`src/rtl/rca_config_sequencer.sv`:
```
// rca_config_sequencer: takes decoded RCA instructions from issue, streams
// configuration words to the accelerator grid, tracks which slots are fully
// configured, and launches one USE operation at a time on a configured slot.
module rca_config_sequencer #(
    parameter int NUM_RCAS         = 2,
    parameter int CPU_REG_WORDS    = 1,
    parameter int GRID_MUX_WORDS   = 4,
    parameter int IO_MUX_WORDS     = 2,
    parameter int RESULT_MUX_WORDS = 1,
    localparam int ID_W = (NUM_RCAS > 1) ? $clog2(NUM_RCAS) : 1
) (
    input  logic                clk,
    input  logic                rst_n,

    input  logic                issue_valid,
    output logic                issue_ready,
    input  logic [2:0]          issue_fn3,
    input  logic [ID_W-1:0]     issue_rca_id,
    input  logic [31:0]         issue_rs1,
    input  logic [31:0]         issue_rs2,

    output logic                cfg_valid,
    input  logic                cfg_ready,
    output logic [ID_W-1:0]     cfg_rca,
    output logic [1:0]          cfg_type,
    output logic [7:0]          cfg_index,
    output logic [31:0]         cfg_data,

    output logic                use_valid,
    input  logic                use_ready,
    output logic [ID_W-1:0]     use_rca,
    input  logic                use_done,

    output logic [NUM_RCAS-1:0] cfg_complete,
    output logic                err,
    output logic                busy
);

    typedef enum logic [1:0] {
        IDLE      = 2'd0,
        CFG       = 2'd1,
        USE_ISSUE = 2'd2,
        USE_RUN   = 2'd3
    } state_t;

    state_t state, state_next;

    // One flag per (slot, config type); a slot is complete once all four are set.
    logic [NUM_RCAS-1:0][3:0] written;

    // Instruction decode, evaluated every cycle against the presented instruction.
    logic        accept;
    logic        is_use;
    logic        is_cfg;
    logic [2:0]  fn_minus1;
    logic [1:0]  type_dec;
    logic [31:0] type_words;
    logic [31:0] rca_wide;
    logic        rca_ok;
    logic        instr_ok;

    assign accept    = issue_valid && (state == IDLE);
    assign is_use    = (issue_fn3 == 3'd0);
    assign is_cfg    = (issue_fn3 >= 3'd1) && (issue_fn3 <= 3'd4);
    assign fn_minus1 = issue_fn3 - 3'd1;
    assign type_dec  = fn_minus1[1:0];
    // Widened so the range check stays meaningful when NUM_RCAS is not a power of two.
    assign rca_wide  = 32'(issue_rca_id);
    assign rca_ok    = (rca_wide < 32'(NUM_RCAS));

    // Number of legal word indices for the decoded configuration type.
    always_comb begin
        // NOTE: every always_comb output gets a default first so no path leaves it unassigned and infers a latch.
        type_words = 32'd0;
        case (type_dec)
            2'd0:    type_words = 32'(CPU_REG_WORDS);
            2'd1:    type_words = 32'(GRID_MUX_WORDS);
            2'd2:    type_words = 32'(IO_MUX_WORDS);
            default: type_words = 32'(RESULT_MUX_WORDS);
        endcase
    end

    // The full 32-bit index is checked, so high garbage bits cannot alias a legal word.
    assign instr_ok = rca_ok &&
                      ((is_cfg && (issue_rs1 < type_words)) ||
                       (is_use && cfg_complete[issue_rca_id]));

    // Per-slot completeness is the AND of that slot's four type flags.
    generate
        for (genvar r = 0; r < NUM_RCAS; r++) begin : g_complete
            assign cfg_complete[r] = &written[r];
        end
    endgenerate

    // State register.
    always_ff @(posedge clk) begin
        // NOTE: sequential state uses non-blocking assignments so every flop samples pre-edge values.
        if (!rst_n) state <= IDLE;
        else        state <= state_next;
    end

    // Next-state logic and state-decoded handshake outputs.
    always_comb begin
        state_next  = state;
        issue_ready = 1'b0;
        cfg_valid   = 1'b0;
        use_valid   = 1'b0;
        busy        = 1'b1;
        case (state)
            IDLE: begin
                issue_ready = 1'b1;
                busy        = 1'b0;
                if (accept && instr_ok) state_next = is_use ? USE_ISSUE : CFG;
            end
            CFG: begin
                cfg_valid = 1'b1;
                if (cfg_ready) state_next = IDLE;
            end
            USE_ISSUE: begin
                use_valid = 1'b1;
                if (use_ready) state_next = USE_RUN;
            end
            USE_RUN: begin
                if (use_done) state_next = IDLE;
            end
            default: state_next = IDLE;
        endcase
    end

    // Payload capture on accept, registered error pulse, and written-flag tracking.
    always_ff @(posedge clk) begin
        if (!rst_n) begin
            // NOTE: the flag array is tiny and its reset value is architectural, so it is reset like any other register.
            written   <= '0;
            cfg_rca   <= '0;
            cfg_type  <= '0;
            cfg_index <= '0;
            cfg_data  <= '0;
            use_rca   <= '0;
            err       <= 1'b0;
        end else begin
            err <= accept && !instr_ok;
            if (accept && instr_ok && is_cfg) begin
                cfg_rca   <= issue_rca_id;
                cfg_type  <= type_dec;
                cfg_index <= issue_rs1[7:0];
                cfg_data  <= issue_rs2;
            end
            if (accept && instr_ok && is_use) begin
                use_rca <= issue_rca_id;
            end
            if ((state == CFG) && cfg_ready) begin
                written[cfg_rca][cfg_type] <= 1'b1;
            end
        end
    end

endmodule

```
`config.mk`:
```
export PLATFORM = sky130hd
export DESIGN_NAME = rca_config_sequencer
export DESIGN_NICKNAME = d
export VERILOG_FILES = /design/src/rtl/rca_config_sequencer.sv
export SDC_FILE = /design/constraint.sdc
export NUM_CORES = 1
export LEC_CHECK = 0
export CELL_PAD_IN_SITES_DETAIL_PLACEMENT = 0
export CELL_PAD_IN_SITES_GLOBAL_PLACEMENT = 1
export CORE_ASPECT_RATIO = 2
export CORE_UTILIZATION = 31
export CTS_CLUSTER_DIAMETER = 50
export DETAILED_ROUTE_END_ITERATION = 8
export GPL_TIMING_DRIVEN = 0
export PLACE_DENSITY = 0.82
export SYNTH_ARGS = -nofsm -noshare
export SYNTH_HDL_FRONTEND = slang
export SYNTH_SLANG_ARGS = --single-unit
export TNS_END_PERCENT = 1
```
`constraint.sdc`:
```
create_clock -name clk -period 5.1 [get_ports clk]
set_input_delay 1.02 -clock clk [delete_from_list [all_inputs] [get_ports clk]]
set_output_delay 1.02 -clock clk [all_outputs]
set_load 0.005 [all_outputs]
```
Yosys cells after proc, flatten, opt, wreduce, memory -nomap -nowiden
Index checks and enable logic that the tools add are counted.
{"block": "classes", "add_sub_neg": 1, "multipliers": 0, "n_div": 0, "order_cmp": 9, "eq_ne": 9, "shifts": 0, "muxes": 17, "bitwise_logic": 1, "n_reduce_logical": 19}
{"operator": "$lt 32x32->1", "count": 1}
{"operator": "$logic_and 1x1->1", "count": 12}
{"operator": "$reduce_and 4->1", "count": 3}
{"operator": "$mux 2", "count": 5}
{"operator": "$or 8x8->8", "count": 1}
{"operator": "$pmux 2 s4", "count": 1}
{"operator": "$mux 1", "count": 7}
{"operator": "$eq 2x2->1 const B", "count": 3}
{"operator": "$lt 1x2->1 const B", "count": 3}
{"operator": "$ne 2x2->1 const B", "count": 3}
{"operator": "$pmux 3 s2", "count": 1}
{"operator": "$demux 4 s1", "count": 1}
{"operator": "$eq 2x1->1 const B", "count": 2}
{"operator": "$mux 4", "count": 1}
{"operator": "$ge 3x1->1 const B", "count": 1}
{"operator": "$le 3x3->1 const B", "count": 1}
{"operator": "$logic_not 3->1", "count": 1}
{"operator": "$lt 2x3->1 const B", "count": 1}
{"operator": "$demux 1 s2", "count": 1}
{"operator": "$ge 2x1->1 const B", "count": 1}
{"operator": "$logic_not 2->1", "count": 1}
{"operator": "$ne 2x1->1 const B", "count": 1}
{"operator": "$sub 2x1->2 const B", "count": 1}
{"operator": "$ge 1x1->1 const B", "count": 1}
{"operator": "2 further kinds", "count": 2}
{"block": "word_totals", "regBits": 55, "latch_bits": 0, "ram_bits": 0, "mem_bits_ro": 0, "inputBits": 74, "out_inout_bits": 51, "n_memories": 0}

Depth between registers and ports, before layout
{"block": "logic_depth", "depth_word": 10, "mapped_depth": 11}

Worst setup path after synthesis
OpenSTA, ideal clock, no wires.
{"block": "synth_path", "path_type": "input to register", "from": "in issue_fn3[0]", "to": "reg cfg_rca", "setup_ns": 0.072, "t_arrival_ns": 2.433, "path_slack_ns": 2.595, "stages": 11, "n_path_buf": 2, "path_cell_list": "inv_1 -> ha_1 -> inv_1 -> ha_1 -> nor4_1 -> nand2_1 -> nor3_1 -> a22o_1 -> buf_6 -> buf_12 -> mux2i_1"}
{"block": "synth_via", "elab_chain_cells": 9}
{"item": "start: declaration", "line": "17", "rtl": "input logic [2:0] issue_fn3,"}
{"item": "$sub 2x1->2", "line": "65", "rtl": "assign fn_minus1 = issue_fn3 - 3'd1;"}
{"item": "$eq 2x2->1 / $eq 2x1->1 (equally long branches)", "line": "75", "rtl": "case (type_dec)"}
{"item": "$pmux 3 s2", "line": "75"}
{"item": "$lt 32x32->1", "line": "85", "rtl": "((is_cfg && (issue_rs1 < type_words)) ||"}
{"item": "$logic_and 1x1->1", "line": "85"}
{"item": "$logic_or 1x1->1", "line": "85"}
{"item": "$logic_and 1x1->1", "line": "84", "rtl": "assign instr_ok = rca_ok &&"}
{"item": "$logic_and 1x1->1", "line": "143", "rtl": "if (accept && instr_ok && is_cfg) begin"}
{"item": "$logic_and 1x1->1 (*)", "line": "143"}
{"item": "end signal: assignment", "line": "144", "rtl": "cfg_rca <= issue_rca_id;"}
{"item": "end: declaration", "line": "24", "rtl": "output logic [ID_W-1:0] cfg_rca,"}
Mark *: on every way between the ends. The rest lies on a longest branch, timed or not.
A chain may end at the register's enable or synchronous reset.

Final worst setup path
{"block": "layout_path", "from": "in issue_fn3[0]", "to": "reg cfg_data[17]"}
{"block": "layout_via", "elab_chain_cells": 9}
{"item": "$sub 2x1->2 (*)", "line": "65"}
{"item": "named net fn_minus1[0]", "line": "55", "rtl": "logic [2:0] fn_minus1;"}
{"item": "$eq 2x2->1 / $eq 2x1->1 (equally long branches)", "line": "75"}
{"item": "$pmux 3 s2 (*)", "line": "75"}
{"item": "$lt 32x32->1 (*)", "line": "85"}
{"item": "$logic_and 1x1->1 (*)", "line": "85"}
{"item": "$logic_or 1x1->1 (*)", "line": "85"}
{"item": "$logic_and 1x1->1 (*)", "line": "84"}
{"item": "$logic_and 1x1->1 (*) (2 in series)", "line": "143"}
{"item": "end signal: assignment", "line": "147", "rtl": "cfg_data <= issue_rs2;"}
{"item": "end: declaration", "line": "27", "rtl": "output logic [31:0] cfg_data,"}
Mark *: on every way through the listed nets, which the timed path passes. The rest lies on a longest branch.

==> qor.csv <==
metric;value;unit
Pre-antenna DRT Iters;4;
share of cells above drive strength 1;3.580;%
critical path launch point type;input port;
CORE AREA;7943;um^2
area share of the largest cell type after synthesis;43.35;%
clock latency on the worst-skew pair;0.30;ns
slowest stage cell, crit path;clkdlybuf4s50_1;
worst endpoint required time;5.32;ns
Post-Synthesis Cell Area;2540;um^2
Die X;66.01;um
Leakage;1.448;nW
sequential fraction of the synthesis area;43.35;%
slew margin rel.;68.36;%
io pins;125;
via count;2470;
Least-Margin Pin Slew;0.4702;ns
antenna cells;0;
HP Class;flop to flop;
TritonCTS buffer count;5;
post-CTS resize count;0;
Starting Density;31.98;%
Slew Limit Fails;0;
cell row count;46;
CP max FO;10;
vias per cell;4.796;
Port Buffers;124;
Remaining DRCs;0;
Reg clk slew, reported paths;0.07;ns
First DRT Iteration DRCs;68;
vias in the first global route;2456;
Top Family by Delay on Critical Path;buffers and inverters;
post-synth cell types;31;
GRT Residual Overflow;0;
Routed WL per cell;14.35;um
CP max stage delay;0.61;ns
Period minus WS final;3.089;ns
post-synth top area cell;dfxtp_1;
clock sinks;55;
worst hold slack;0.4553;ns
global-route wire length before repair;11360;um
final setup violation count;0;
area of the multi-input gates;1264;um^2
Arr. time, crit path;3.31;ns
wirelength, routed;7391;um
setup TNS;0;ns
largest net degree at the start of global routing;16;
utilization after layout;51.12;%
Final Hold Vio Count;0;
antenna-violating nets left;0;
Fillers;789;
final net count;499;
P per Cell Area;223.8;nW/um^2
Syn Inst Count;288;
Max VDD drop;0.1739;mV
All-Layer GR Usage;17.67;%
Crit Path Category;input port to flop;
fmax;323.8;MHz
post-synthesis register bit count;55;
Critical Path End Type;flop;
setup bufs post-CTS;0;
MaxCap Viol Count;0;
Placer Congestion;0.7746;
Die Span Y;130.0;um
outcome;complete, no violations;
CTS tree;done;
initial antenna violation count;0;
Buf/Inv on CP;5;
Final Cycle Share;60.56;%
total nets after synthesis;368;
RSZ-0062 raised after global routing;no;
crit path cell chain;clkdlybuf4s50_1, inv_1, ha_1, inv_1, ha_1, o21ai_0, a21oi_1, nor3_1, a22o_1, buf_6, buf_12, mux2i_1;
Syn-to-layout area delta;59.85;%
Area contributors post-synth;dfxtp_1, mux2i_1, nand2_1;
cts hold-fix bufs;0;
Die Footprint;8581;um^2
Worst Skew;0.008358;ns
area occupied by registers;1101;um^2
Yosys Warn Count;0;
CTS HTree Levels;2;
CTS max path bufs;2;
Syn Area/Cell;8.819;um^2
CTS root buf;clkbuf_16;
DP Wirelength;6041;um
## logic make-up after synthesis
family,share of synthesized area [%]
xor gates and xnor gates,0.3449
muxes,18.57
AOI/OAI and AO/OA,6.108
buffers and inverters,6.897
DFF,43.35
adders and majority gates,2.956
and+or+nand+nor,21.77
## synthesized netlist by cell type
cell,instances
nand2_1,92
dfxtp_1,55
mux2i_1,46
inv_1,11
nor2_1,11
clkbuf_1,10
nor3_1,8
nor4_1,8
ha_1,6
a21oi_1,5
a31oi_1,4
buf_12,4
nand2b_1,3
nand3_1,3
o21a_1,3
and4_1,2
nor2b_1,2
o21ai_0,2
a2111oi_0,1
a22o_1,1
a22oi_1,1
buf_2,1
buf_6,1
mux2_2,1
nand4_1,1
nor2_2,1
o2111ai_1,1
o21ai_1,1
o22ai_1,1
o41ai_4,1
xnor2_1,1
## cell usage in the layout (no fill, tap or decap), drive strengths merged, types with 8 or more instances in the layout
| cell | n |
|---|---|
| clkdlybuf4s50 | 124 |
| nand2 | 92 |
| dfxtp | 55 |
| mux2i | 46 |
| clkbuf | 16 |
| nor2 | 12 |
| inv | 11 |
| nor3 | 8 |
| nor4 | 8 |
## per-layer routing
| layer | part of all wire [%] | up-vias | track usage, % |
|---|---|---|---|
| li1 | - | 1226 | - |
| met1 | 33 | 1135 | 15.50 |
| met2 | 57 | 93 | 36.25 |
| met3 | 5.8 | 16 | 2.885 |
| met4 | 3.4 | 0 | 8.636 |
| met5 | 0 | - | 0 |
## final cells by class
class	count	share of cell area, %
multi-input cells	206	31.12
repair buffers	124	30.57
flip-flops and latches	55	27.12
plain buffers	16	3.297
clock buffers	6	3.174
well taps	96	2.958
inverters	11	1.017
clock inverters	1	0.7396
## power by group
part	switching, mW	internal (mW)	leakage, nW
logic	0.0392	0.0626	0.929
clock network	0.148	0.229	0.0769
registers	0.0000900	0.430	0.443
## path summary, 6_finish.rpt
kind / from / to / slack [ns] / depth (start not counted)
setup / recovery: issue_fn3[0] / cfg_data[17] / 2.01 / 12
hold / removal: cfg_data[9] / cfg_data[9] / 0.46 / 2
hold reg to reg: cfg_data[9] / cfg_data[9] / 0.46 / 2
setup reg to reg: state[0] / cfg_data[17] / 3.34 / 8
## flip-flops by register name, summed over array words and instances (netlist names)
| signal | count |
|---|---|
| use_rca | 1 |
| written | 8 |
| err | 1 |
| state | 2 |
| cfg_type | 2 |
| cfg_index | 8 |
| cfg_rca | 1 |
| cfg_data | 32 |
## worst reg2reg max path: cells and delay by family, from the launching register on
kind	cells	cell delay (ns)
simple gates	3	0.53
mux	1	0.19
compound gates	1	0.17
flops	1	0.30
buf+inv	3	0.50
## per-stage QoR
stage / cells / worst slack [ns] / instance area, um^2 / power [mW]
after global placement: 508 / 1.692 / 3901 / 0.5419
after floorplan: 288 / 2.595 / 2540 / 0.4709
final: 515 / 2.011 / 4060 / 0.9088
after global routing: 515 / 1.779 / 4060 / 0.9464
after CTS: 515 / 1.968 / 4060 / 0.9228
after detailed placement: 508 / 1.657 / 3901 / 0.5429
(Power assumes the default switching activity.)
